File: src/rtl/pipe_pkg.sv
// Shared definitions for the elastic pipeline stage: occupancy encoding
// {main_valid, skid_valid} and the default payload width.
package pipe_pkg;

  localparam int PIPE_DATA_WIDTH = 32;

  typedef enum logic [1:0] {
    ST_EMPTY = 2'b00,
    ST_ONE   = 2'b10,
    ST_TWO   = 2'b11
  } pipe_state_e;

endpackage : pipe_pkg

File: src/rtl/pipe_data_reg.sv
// Payload register with load enable and synchronous clear (clear wins).
// Holds its value when neither clear nor load is asserted.
module pipe_data_reg #(
  parameter int WIDTH = 32
) (
  input  logic             i_Clk,
  input  logic             i_Clear,
  input  logic             i_Load,
  input  logic [WIDTH-1:0] i_Data,
  output logic [WIDTH-1:0] o_Data
);

  logic [WIDTH-1:0] r_data;

  always_ff @(posedge i_Clk) begin
    if (i_Clear) begin
      r_data <= '0;
    end else if (i_Load) begin
      r_data <= i_Data;
    end
  end

  assign o_Data = r_data;

endmodule : pipe_data_reg

File: src/rtl/pipe_skid_stage.sv
// Two-entry skid-buffered valid/ready pipeline stage with synchronous flush.
// Define PIPE_SKID_PERF_EN to add saturating stall / full-occupancy counters.
module pipe_skid_stage
  import pipe_pkg::*;
#(
  parameter int DATA_WIDTH  = PIPE_DATA_WIDTH,
  parameter int FLUSH_ZERO  = 1,
  parameter int COUNT_WIDTH = 16
) (
  input  logic                  i_Clk,
  input  logic                  i_Reset,
  input  logic                  i_Flush,
  input  logic                  i_Valid,
  output logic                  o_Ready,
  input  logic [DATA_WIDTH-1:0] i_Data,
  output logic                  o_Valid,
  input  logic                  i_Ready,
  output logic [DATA_WIDTH-1:0] o_Data
`ifdef PIPE_SKID_PERF_EN
  ,
  output logic [COUNT_WIDTH-1:0] o_Stall_Count,
  output logic [COUNT_WIDTH-1:0] o_Full_Count
`endif
);

  pipe_state_e           r_state;
  pipe_state_e           w_state_next;
  logic                  w_in_fire;
  logic                  w_out_fire;
  logic                  w_main_load;
  logic                  w_skid_load;
  logic                  w_main_from_skid;
  logic                  w_clear;
  logic [DATA_WIDTH-1:0] w_main_d;
  logic [DATA_WIDTH-1:0] w_skid_q;

  // Both handshake outputs are plain flop bits of the occupancy state.
  assign o_Valid    = r_state[1];
  assign o_Ready    = ~r_state[0];
  assign w_in_fire  = i_Valid & o_Ready;
  assign w_out_fire = o_Valid & i_Ready;

  always_ff @(posedge i_Clk) begin
    if (i_Reset) begin
      r_state <= ST_EMPTY;
    end else begin
      r_state <= w_state_next;
    end
  end

  always_comb begin
    w_state_next     = r_state;
    w_main_load      = 1'b0;
    w_skid_load      = 1'b0;
    w_main_from_skid = 1'b0;
    unique case (r_state)
      ST_EMPTY: begin
        if (w_in_fire) begin
          w_state_next = ST_ONE;
          w_main_load  = 1'b1;
        end
      end
      ST_ONE: begin
        if (w_in_fire && w_out_fire) begin
          w_main_load  = 1'b1;
        end else if (w_in_fire) begin
          w_state_next = ST_TWO;
          w_skid_load  = 1'b1;
        end else if (w_out_fire) begin
          w_state_next = ST_EMPTY;
        end
      end
      ST_TWO: begin
        if (w_out_fire) begin
          w_state_next     = ST_ONE;
          w_main_load      = 1'b1;
          w_main_from_skid = 1'b1;
        end
      end
      default: w_state_next = ST_EMPTY;
    endcase
    // Flush drops any accepted beat; an outgoing beat has already been taken.
    if (i_Flush) begin
      w_state_next = ST_EMPTY;
      w_main_load  = 1'b0;
      w_skid_load  = 1'b0;
    end
  end

  assign w_clear  = i_Reset | (i_Flush & (FLUSH_ZERO != 0));
  assign w_main_d = w_main_from_skid ? w_skid_q : i_Data;

  pipe_data_reg #(.WIDTH(DATA_WIDTH)) u_main_reg (
    .i_Clk   (i_Clk),
    .i_Clear (w_clear),
    .i_Load  (w_main_load),
    .i_Data  (w_main_d),
    .o_Data  (o_Data)
  );

  pipe_data_reg #(.WIDTH(DATA_WIDTH)) u_skid_reg (
    .i_Clk   (i_Clk),
    .i_Clear (w_clear),
    .i_Load  (w_skid_load),
    .i_Data  (i_Data),
    .o_Data  (w_skid_q)
  );

`ifdef PIPE_SKID_PERF_EN
  logic [COUNT_WIDTH-1:0] r_stall_count;
  logic [COUNT_WIDTH-1:0] r_full_count;

  // Saturating counters; flush leaves them untouched.
  always_ff @(posedge i_Clk) begin
    if (i_Reset) begin
      r_stall_count <= '0;
      r_full_count  <= '0;
    end else begin
      if (o_Valid && !i_Ready && (r_stall_count != '1)) begin
        r_stall_count <= r_stall_count + 1'b1;
      end
      if ((r_state == ST_TWO) && (r_full_count != '1)) begin
        r_full_count <= r_full_count + 1'b1;
      end
    end
  end

  assign o_Stall_Count = r_stall_count;
  assign o_Full_Count  = r_full_count;
`endif

endmodule : pipe_skid_stage

File: config.mk
export PLATFORM = sky130hd
export DESIGN_NAME = pipe_skid_stage
export DESIGN_NICKNAME = d
export VERILOG_FILES = /design/src/rtl/pipe_pkg.sv /design/src/rtl/pipe_data_reg.sv /design/src/rtl/pipe_skid_stage.sv
export SDC_FILE = /design/constraint.sdc
export NUM_CORES = 1
export LEC_CHECK = 0
export ABC_AREA = 1
export CAP_MARGIN = 0
export CORE_AREA = 2 2 102 104
export DETAILED_ROUTE_END_ITERATION = 16
export DIE_AREA = 0 0 104 106
export GPL_ROUTABILITY_DRIVEN = 0
export PLACE_DENSITY = 0.59
export REMOVE_ABC_BUFFERS = 1
export SLEW_MARGIN = 20
export SYNTH_ARGS = -nofsm -noshare
export SYNTH_HDL_FRONTEND = slang
export SYNTH_HIERARCHICAL = 1
export SYNTH_SLANG_ARGS = --single-unit
File: constraint.sdc
create_clock -name i_Clk -period 1.98 [get_ports i_Clk]
set_input_delay 0.396 -clock i_Clk [delete_from_list [all_inputs] [get_ports i_Clk]]
set_output_delay 0.396 -clock i_Clk [all_outputs]
set_load 0.01 [all_outputs]
### After elaboration in Yosys (flattened, before gate mapping)

Cells that the tools add are included.

* bits in registers: 66
* output and inout port bits: 34

* eq/ne operators: 6
* multiplexer cells: 16
* bitwise operators: 4
* reductions and logical operators: 4

Operators with widths (number)
* two-way mux 32 bit: 1
* two-way mux 2 bit: 5
* two-way mux 1 bit: 8
* inequality test 2 bit (second input constant): 3
* one-hot mux 2 bit (3 select lines): 1
* == test 2 bit (second input constant): 2
* AND reduction 4 bit: 1
* inequality test 3 bit (second input constant): 1
* one-hot mux 1 bit (3 select lines): 1
* AND 1 bit: 2
* zero test 2 bit: 1
* OR reduction 2 bit: 1
* logical AND 1 bit: 1
* inverter 1 bit: 1
* bitwise OR 1 bit: 1

### Logic depth before layout (Yosys ltp)

Gate-level depths: netlist of the first run.

* depth in word-level cells: 6
* gate-level depth with buffers: 12
* mapped depth without buffers: 10

### Hierarchy

The synthesis of the first run kept the hierarchy.

Modules (own cells, without submodules)
* pipe_data_reg: instances 2, cells each 203, area each 1338.8 µm², seq. area each 640.6 µm²
* pipe_skid_stage: instances 1, cells each 146, area each 704.4 µm², seq. area each 40.0 µm²

### Worst setup path after synthesis of the first run

OpenSTA, ideal clock, no wires.

* kind: register to register
* start point: reg r_state[1]
* end point: reg u_main_reg.r_data[22] (netlist: u_main_reg/o_Data[22])
* setup time: 0.113 ns
* arrival time: 1.613 ns
* data required time: 1.867 ns
* slack: 0.254 ns
* cell stages (with the launch flop): 13
* period minus slack after synthesis: 1.726 ns
* cells stage by stage: dfxtp_1 -> ha_1 -> inv_1 -> nor2_8 -> inv_4 -> o21ai_2 -> o21ai_1 -> nor2_1 -> buf_6 -> buf_6 -> nand2_1 -> nand2_1 -> nor2_1

* cells in the longest elaborated chain, start to end: 5

RTL lines
* start, declared: RTL line pipe_skid_stage.sv:26 `pipe_state_e r_state;`
* start signal, assigned: RTL line pipe_skid_stage.sv:47 `r_state <= w_state_next;`
* AND 1 bit: RTL line pipe_skid_stage.sv:41 `assign w_out_fire = o_Valid & i_Ready;`
* logical AND 1 bit: RTL line pipe_skid_stage.sv:64 `if (w_in_fire && w_out_fire) begin`
* two-way mux 1 bit: RTL line pipe_skid_stage.sv:64
* one-hot mux 1 bit (3 select lines) (*): RTL line pipe_skid_stage.sv:56 `unique case (r_state)`
* two-way mux 1 bit (*): RTL line pipe_skid_stage.sv:83 `if (i_Flush) begin`
* named net w_main_load: RTL line pipe_skid_stage.sv:30 `logic w_main_load;`
* end signal, assigned: RTL line pipe_data_reg.sv:19 `r_data <= i_Data;`
* end, declared: RTL line pipe_data_reg.sv:13 `logic [WIDTH-1:0] r_data;`

The timed path passes the listed nets; every way through them passes the cells marked *.
A chain may end at the register's enable or synchronous reset.

### Worst setup path after layout of the first run

* start point: reg r_state[1]
* end point: out o_Valid

RTL lines
* end, declared: RTL line pipe_skid_stage.sv:16 `output logic o_Valid,`

No word-level cell between the ends.

==> out/results.txt, run 1 <==
Status = completed
Routed WL = 7290 um
PostCTS Resize Cnt = 0
Initial Util = 33.8%
Post-synthesis register bit count = 66
Maximum vdd drop = 0.334 mV
Hold buffer count at cts = 0
Vias in the first global route = 2911
HP Class = reg2reg
CORE AREA = 10000 um2
Ys Warns = 6
Root Driver = clkbuf_8
First-pass DRT Iterations = 4
Final period utilization = 90.6%
P_leak = 2.05 nW
Startpoint Class = flip-flop
Share of cells above drive strength 1 = 5.31%
# rows = 37
GR Overflow Total = 0
Post-CTS setup buffers = 0
Top cells by area, synth = dfxtp_1 39%, nand2_1 26%, nor2_1 15%
Register area share after synthesis = 39.1%
IO Count = 71
Crit Path Max Fanout = 6
Leading area contributor after synthesis = dfxtp_1
Final Cell Area = 4360 um2
Drt drc = 0
Worst setup margin = 0.186 ns
Nets@finish = 659
WL per Instance = 9.61 um
Synth cell types = 18
CP required = 1.58 ns
Vias per cell = 4.09
Fin util = 43.6%
TritonCTS Sinks = 66
# setup viols final = 0
Reg2reg setup slack = 0.20 ns
Count of pins over their slew limit = 0
GRT Total Usage = 14.3%
Via Count = 3101
CTS tree = done
Max clock buf depth = 2
First-pass GRT wire length = 12700 um
Antenna violations before repair = 0
Mean post-synth cell area = 6.13 um2
Top cell type's share of synthesized area = 39.1%
Crit path kind = reg2out
Clk slew on worst S/H paths = 0.07 ns
Rel. slew slack = 75.1%
Worst Path Buf+Inv = 1
Largest net degree at the start of global routing = 35
Chip Width = 104 um
Clk Latency, worst-skew pair = 0.33 ns
Syn Inst Count = 552
Worst-path cell chain = clkdlybuf4s50_1
Hold WS = 0.471 ns
Most common cell after layout, fill and taps aside = nand2_1
Die Span Y = 106 um
Maxcap violations = 0
Crit-path leading delay family = buffers and inverters
DRT iter0 DRCs = 106
Fmax = 557 MHz
Total CTS buffers = 9
Worst-Margin Slew = 0.373 ns
Htree depth = 3
Placement Setup Slack = 0.0363 ns
Final Hold Fails = 0
CP max stage cell = clkdlybuf4s50_1
Most frequent cells in the layout = 232 x nand2_1, 136 x nor2_1, 73 x inv_1
Inserted Diodes = 0
CP Data Arrival Time = 1.40 ns
Final worst path period need = 1.79 ns
Pwr per Cell Area = 694 nW/um2
Die area = 11000 um2
Final setup skew = 0.00815 ns
Placed inst area = 4160 um2
Crit path largest cell delay = 0.59 ns
HPWL after DPL = 4890 um
Area growth, synth to finish = 28.9%
Routed Antenna Nets = 0
CP Capture Type = primary output
PortBufs = 70
Synthesized area = 3380 um2
RSZ-0062 raised after global routing = no
cells by family (layout without fill, tap and decap cells):
group                    after synthesis  in the layout  share of synthesized area [%]
flip-flops                            66             66                           39.1
adder cells (fa/ha/maj)                4              4                           1.48
buffers and inverters                101            171                           15.9
AND/OR/NAND/NOR                      377            377                           42.8
AO/OA/AOI/OAI                          4              4                          0.703
layer usage:
layer  up-vias  part of all wire (%)  wire length [um]  GRT usage (%)
li1       1703                     -                 -              -
met1      1334                    49              3540           16.0
met3         7                   4.7               346           4.17
met5         -                     0                 0              0
met2        57                    45              3300           25.5
met4         0                   1.4               101           5.79
final cells by class:
type	count	area, um2
fill	1074	5640
multi-input combinational	385	1530
sequential	66	1320
timing repair buffer	81	846
inverter	75	284
tap	136	170
clock buffer	13	169
clock inverter	2	35.0
report_power, final:
| part | switching [mW] | internal (mW) | total [mW] |
|---|---|---|---|
| logic | 0.231 | 0.231 | 0.462 |
| registers | 0.0220 | 1.36 | 1.39 |
| clock network | 0.503 | 0.677 | 1.18 |
synthesized netlist by cell type:
cell	instances
buf_2	6
ha_1	4
inv_1	73
inv_2	1
dfxtp_1	66
nor2_1	137
o21ai_2	1
inv_4	1
nor2_8	1
nand3_1	4
nor3_1	1
nand2_4	1
o21ai_1	1
nand2_1	232
o21ai_0	1
nand2_2	1
a21oi_1	1
buf_6	20
registers in the layout, summed over array words and instances, names as in the netlist:
| register | flops |
|---|---|
| u_main_reg/o_Data | 32 |
| u_skid_reg/o_Data | 32 |
| r_state | 2 |
final timing paths:
check,cells past startpoint,startpoint,to
min,2,u_main_reg/o_Data[16],u_main_reg/o_Data[16]
min reg2reg,2,u_main_reg/o_Data[16],u_main_reg/o_Data[16]
max,1,r_state[1],o_Valid
max reg2reg,9,r_state[1],u_main_reg/o_Data[14]
through the flow:
stage          instances  setup TNS [ns]  total power, mW
5_1_grt              758               0             3.19
4_1_cts              758               0             3.07
3_5_place_dp         743               0             1.88
3_3_place_gp         743               0             1.88
2_1_floorplan        526         -131.84             1.67
6_report             758               0             3.03
No activity file was read; power rests on OpenSTA's default activity.
==> run 2, diff against run 1 <==
GPL_TIMING_DRIVEN = 0   (was not set)
SLEW_MARGIN = not set   (was 20)
==> out/results.txt, run 2 (same netlist as run 1, synthesis figures left out) <==
Clk Latency, worst-skew pair = 0.33 ns (about the same)
Worst setup margin = 0.0493 ns (-0.136 ns)
CTS tree = done
Antenna violations before repair = 0 (unchanged)
First-pass DRT Iterations = 4 (unchanged)
HPWL after DPL = 4620 um (-5.4%)
Area growth, synth to finish = 36.8%
WL per Instance = 11.5 um (+20%)
Most common cell after layout, fill and taps aside = nand2_1
Count of pins over their slew limit = 0 (unchanged)
CP Capture Type = flip-flop
Crit path kind = in2reg
Share of cells above drive strength 1 = 9.33% (+4.0 points)
Clk slew on worst S/H paths = 0.07 ns (about the same)
IO Count = 71 (unchanged)
DRT iter0 DRCs = 100 (-5.7%)
Vias in the first global route = 2920 (+0.31%)
Largest net degree at the start of global routing = 35 (unchanged)
Most frequent cells in the layout = 232 x nand2_1, 135 x nor2_1, 70 x clkdlybuf4s50_1
Rel. slew slack = 68.6% (-6.6 points)
PortBufs = 70 (unchanged)
Fmax = 518 MHz (-7.1%)
GR Overflow Total = 0 (unchanged)
Routed Antenna Nets = 0 (unchanged)
Nets@finish = 679 (+3.0%)
FILL cells = 1102 (+2.6%)
TritonCTS Sinks = 66 (unchanged)
# setup viols final = 0 (unchanged)
Worst-Margin Slew = 0.470 ns (+0.0973 ns)
GRT Total Usage = 15.7% (+1.4 points)
P_leak = 2.14 nW (+4.6%)
Hold WS = 0.469 ns (-0.00238 ns)
Crit Path Max Fanout = 10 (+4)
Max clock buf depth = 2 (unchanged)
Final period utilization = 97.5% (+6.9 points)
RSZ-0062 raised after global routing = no
First-pass GRT wire length = 13700 um (+7.8%)
Placed inst area = 4070 um2 (-2.1%)
Final Cell Area = 4630 um2 (+6.1%)
Final worst path period need = 1.93 ns (+0.136 ns)
Maxcap violations = 0 (unchanged)
Final Hold Fails = 0 (unchanged)
CP Data Arrival Time = 2.16 ns (+0.76 ns)
Vias per cell = 4.14 (+1.2%)
Inserted Diodes = 0 (unchanged)
Initial Util = 33.8% (unchanged)
Root Driver = clkbuf_8
Die Span Y = 106 um (unchanged)
Htree depth = 3 (unchanged)
Drt drc = 0 (unchanged)
Total CTS buffers = 9 (unchanged)
Pwr per Cell Area = 667 nW/um2 (-3.9%)
Startpoint Class = primary input
HP Class = reg2reg
Reg area = 1330 um2 (+0.38%)
Die area = 11000 um2 (unchanged)
Maximum vdd drop = 0.371 mV (+11%)
Hold buffer count at cts = 0 (unchanged)
Chip Width = 104 um (unchanged)
Final setup skew = 0.00728 ns (-0.000871 ns)
Placement Setup Slack = -1.25 ns (-1.29 ns)
Via Count = 3226 (+4.0%)
CP required = 2.21 ns (+0.63 ns)
Multi-input gate area = 1580 um2 (+2.8%)
Status = completed
CORE AREA = 10000 um2 (unchanged)
# rows = 37 (unchanged)
Routed WL = 8990 um (+23%)
==> run 2: path summary, 6_finish.rpt <==
check	depth (start not counted)	endpoint	slack [ns]	start
max	12	u_main_reg/o_Data[0]	0.05	i_Ready
min	2	u_main_reg/o_Data[27]	0.47	u_main_reg/o_Data[27]
max reg2reg	12	u_main_reg/o_Data[0]	0.08	r_state[1]
min reg2reg	2	u_main_reg/o_Data[27]	0.47	u_main_reg/o_Data[27]
==> run 2: critical path, cell delays in order <==
cell and delay (ns):
clkdlybuf4s50_1 0.53, nand2_4 0.13, nor2_8 0.17, clkinv_8 0.10, o21ai_2 0.09, o21ai_4 0.10
nor2_4 0.16, buf_12 0.16, clkbuf_16 0.16, nand2_1 0.05, nand2_1 0.06, nor2_1 0.04
==> run 2: repair_timing <==
item | CTS | global route
cloned | 4 | 5
resized for setup | 12 | 5
pin swaps | 3 | 2
endpoints found under the hold margin | 0 | 0
endpoints found under the setup margin | 58 | 30
setup buffers | 12 | 6
==> run 2: metrics by stage <==
step	util [%]	std cells	power [mW]	setup TNS, ns
3_5_place_dp	40.7	736	1.86	-49.85
5_1_grt	46.3	779	3.25	0
3_3_place_gp	40.0	732	1.86	-246.97
4_1_cts	44.6	768	3.08	0
2_1_floorplan	-	526	1.67	-131.84
6_report	46.3	779	3.09	0
==> run 2: per-layer routing <==
metal	up-vias	global-route usage [%]	wire length (um)
li1	1756	-	-
met1	1400	19.3	4260
met3	10	2.58	341
met5	-	0	0
met2	60	27.6	4280
met4	0	6.08	115
==> run 2: power by group <==
part	leakage [nW]	internal, mW	switching (mW)	total, mW
registers	0.535	1.36	0.0206	1.38
clock network	0.101	0.651	0.501	1.15
logic	1.50	0.274	0.275	0.550
==> run 2: area by class of cell <==
cell class / count / share of cell area (%)
clock buffers: 14 / 3.52
clock inverters: 2 / 0.757
inverters: 75 / 6.52
multi-input cells: 387 / 34.1
flip-flops and latches: 66 / 28.7
well taps: 136 / 3.68
repair buffers: 96 / 22.3
repair inverters: 3 / 0.514
==> run 3, diff against run 2 <==
ABC_AREA = not set   (was 1)
CORE_AREA = 2 2 97 99   (was 2 2 102 104)
DIE_AREA = 0 0 99 101   (was 0 0 104 106)
PLACE_DENSITY = 0.61   (was 0.59)
==> out/results.txt, run 3 <==
Max clock buf depth = 2 (unchanged)
Root Driver = clkbuf_8
First-pass GRT wire length = 10400 um (-24%)
Vias per cell = 4.58 (+11%)
P_leak = 1.64 nW (-24%)
Commonest cells in the netlist = 66 x dfxtp_1, 66 x mux2i_1, 64 x nor2_1
Total CTS buffers = 9 (unchanged)
DRT iter0 DRCs = 16 (-84%)
Post-synthesis register bit count = 66 (unchanged)
Largest net degree at the start of global routing = 36 (+2.9%)
Worst-Margin Slew = 0.570 ns (+0.0995 ns)
Inserted Diodes = 0 (unchanged)
CP Capture Type = flip-flop
Initial Util = 34.3% (+0.48 points)
CP Data Arrival Time = 2.16 ns (about the same)
Via Count = 2159 (-33%)
Rel. slew slack = 62.0% (-6.6 points)
Clk Latency, worst-skew pair = 0.33 ns (about the same)
# setup viols final = 0 (unchanged)
Clk slew on worst S/H paths = 0.07 ns (about the same)
HP Class = reg2reg
Maximum vdd drop = 0.427 mV (+15%)
GR Overflow Total = 0 (unchanged)
Final Hold Fails = 0 (unchanged)
Top cell type's share of synthesized area = 42.9% (+3.8 points)
Setup TNS = 0 ns (unchanged)
Chip Width = 99 um (-4.8%)
Crit Path Max Fanout = 12 (+2)
WL per Instance = 13.4 um (+16%)
Hold buffer count at cts = 0 (unchanged)
Htree depth = 3 (unchanged)
Leading area contributor after synthesis = dfxtp_1
Most frequent cells in the layout = 69 x clkdlybuf4s50_1, 66 x mux2i_1, 64 x nor2_1, 64 x dfxtp_1, 29 x mux2_4
Number of enable flip-flop cells after synthesis = 0 (unchanged)
Register area share after synthesis = 42.9% (+3.8 points)
Die area = 10000 um2 (-9.3%)
PortBufs = 70 (unchanged)
Crit path kind = in2reg
Vias in the first global route = 2147 (-26%)
First-pass DRT Iterations = 4 (unchanged)
Drt drc = 0 (unchanged)
Final period utilization = 98.7% (+1.2 points)
Async set-reset flop share out of synthesis = 0% (unchanged)
Fin util = 47.6% (+1.3 points)
HPWL after DPL = 3960 um (-14%)
# rows = 35 (-5.4%)
Pwr per Cell Area = 733 nW/um2 (+9.9%)
RSZ-0062 raised after global routing = yes
FILL cells = 850 (-23%)
Count of pins over their slew limit = 0 (unchanged)
Antenna violations before repair = 0 (unchanged)
Most common cell after layout, fill and taps aside = clkdlybuf4s50_1
Post-synth top flop = dfxtp_1
Maxcap violations = 0 (unchanged)
Top cells by area, synth = dfxtp_1 43%, mux2i_1 21%, mux2_4 14%
Routed WL = 6300 um (-30%)
Final worst path period need = 1.96 ns (+0.0244 ns)
CTS tree = done
Ys Warns = 6 (unchanged)
Startpoint Class = primary input
Status = completed
Mean post-synth cell area = 11.4 um2 (+87%)
Fmax = 511 MHz (-1.2%)
CP required = 2.18 ns (-0.03 ns)
Final setup skew = 0.00732 ns (+0.0000434 ns)
GRT Total Usage = 13.1% (-2.6 points)
Share of cells above drive strength 1 = 23.3% (+14 points)
Syn Inst Count = 269 (-51%)
Routed Antenna Nets = 0 (unchanged)
TritonCTS Sinks = 66 (unchanged)
Total Power = 3.13 mW (+1.5%)
CORE AREA = 8980 um2 (-10%)
Synthesized area = 3080 um2 (-9.0%)
Synth cell types = 22 (+4)
Die Span Y = 101 um (-4.7%)
IO Count = 71 (unchanged)
Area growth, synth to finish = 38.7%
Nets@finish = 396 (-42%)
run 3: routing by layer:
metal  vias up  global-route usage (%)  share of wire [%]
li1       1085                       -                  -
met1      1019                    16.5                 47
met2        46                    21.0                 47
met3         9                    4.51                5.1
met4         0                    4.74                1.1
met5         -                       0                  0
run 3: worst max-delay path: stages:
cell             delay [ns]
clkdlybuf4s50_1        0.48
nand3b_1               0.12
or2_4                  0.26
a311oi_4               0.29
buf_6                  0.19
buf_12                 0.16
mux2i_1                0.19
nor2_1                 0.05
run 3: kinds of logic (layout without fill, tap and decap cells):
logic type / count (synthesis) / in the layout / share of synthesized area (%)
adders and majority gates: 4 / 4 / 1.63
and+or+nand+nor: 77 / 78 / 10.7
muxes: 98 / 98 / 36.7
buffers and inverters: 20 / 110 / 6.83
DFF: 66 / 66 / 42.9
AOI/OAI and AO/OA: 4 / 4 / 1.22
run 3: final cells by class:
class                           instances  area (um2)  share of cell area (%)
Timing Repair Buffer                   91         933                    21.9
Sequential cell                        66        1330                    31.1
Inverter                                3        13.8                   0.322
Clock inverter                          5         100                    2.34
Clock buffer                           11         151                    3.54
Multi-Input combinational cell        184        1610                    37.6
Tap cell                              111         139                    3.25
run 3: metrics by stage:
stage | instance area, um2 | hold WS [ns] | instances | setup WS [ns]
6_report | 4270 | 0.494 | 471 | 0.0249
5_1_grt | 4270 | 0.515 | 471 | -0.0357
4_1_cts | 4270 | 0.500 | 470 | 0.00353
3_5_place_dp | 3830 | 0.481 | 440 | -1.17
3_3_place_gp | 3720 | 0.470 | 433 | -4.62
2_1_floorplan | 2880 | 0.456 | 252 | -2.83
run 3: path summary, 6_finish.rpt:
kind / from / to / slack (ns) / cells after the start
max: i_Valid / u_main_reg/o_Data[9] / 0.02 / 8
min: u_skid_reg/o_Data[10] / u_skid_reg/o_Data[10] / 0.49 / 2
max reg2reg: r_state[0] / u_main_reg/o_Data[9] / 0.04 / 9
min reg2reg: u_skid_reg/o_Data[10] / u_skid_reg/o_Data[10] / 0.49 / 2
run 3: what timing repair did:
item                       in CTS  in global routing
setup buffers                  12                  2
gates resized for setup        16                  1
pin swaps                       3                  3
gates cloned                    2                  0
setup endpoints to repair      49                 31
run 3: where the power goes:
part | internal, mW | switching, mW | leakage (nW)
Combinational | 0.225 | 0.142 | 0.972
Sequential | 1.35 | 0.0119 | 0.535
Clock | 0.902 | 0.505 | 0.129
Total | 2.47 | 0.659 | 1.64
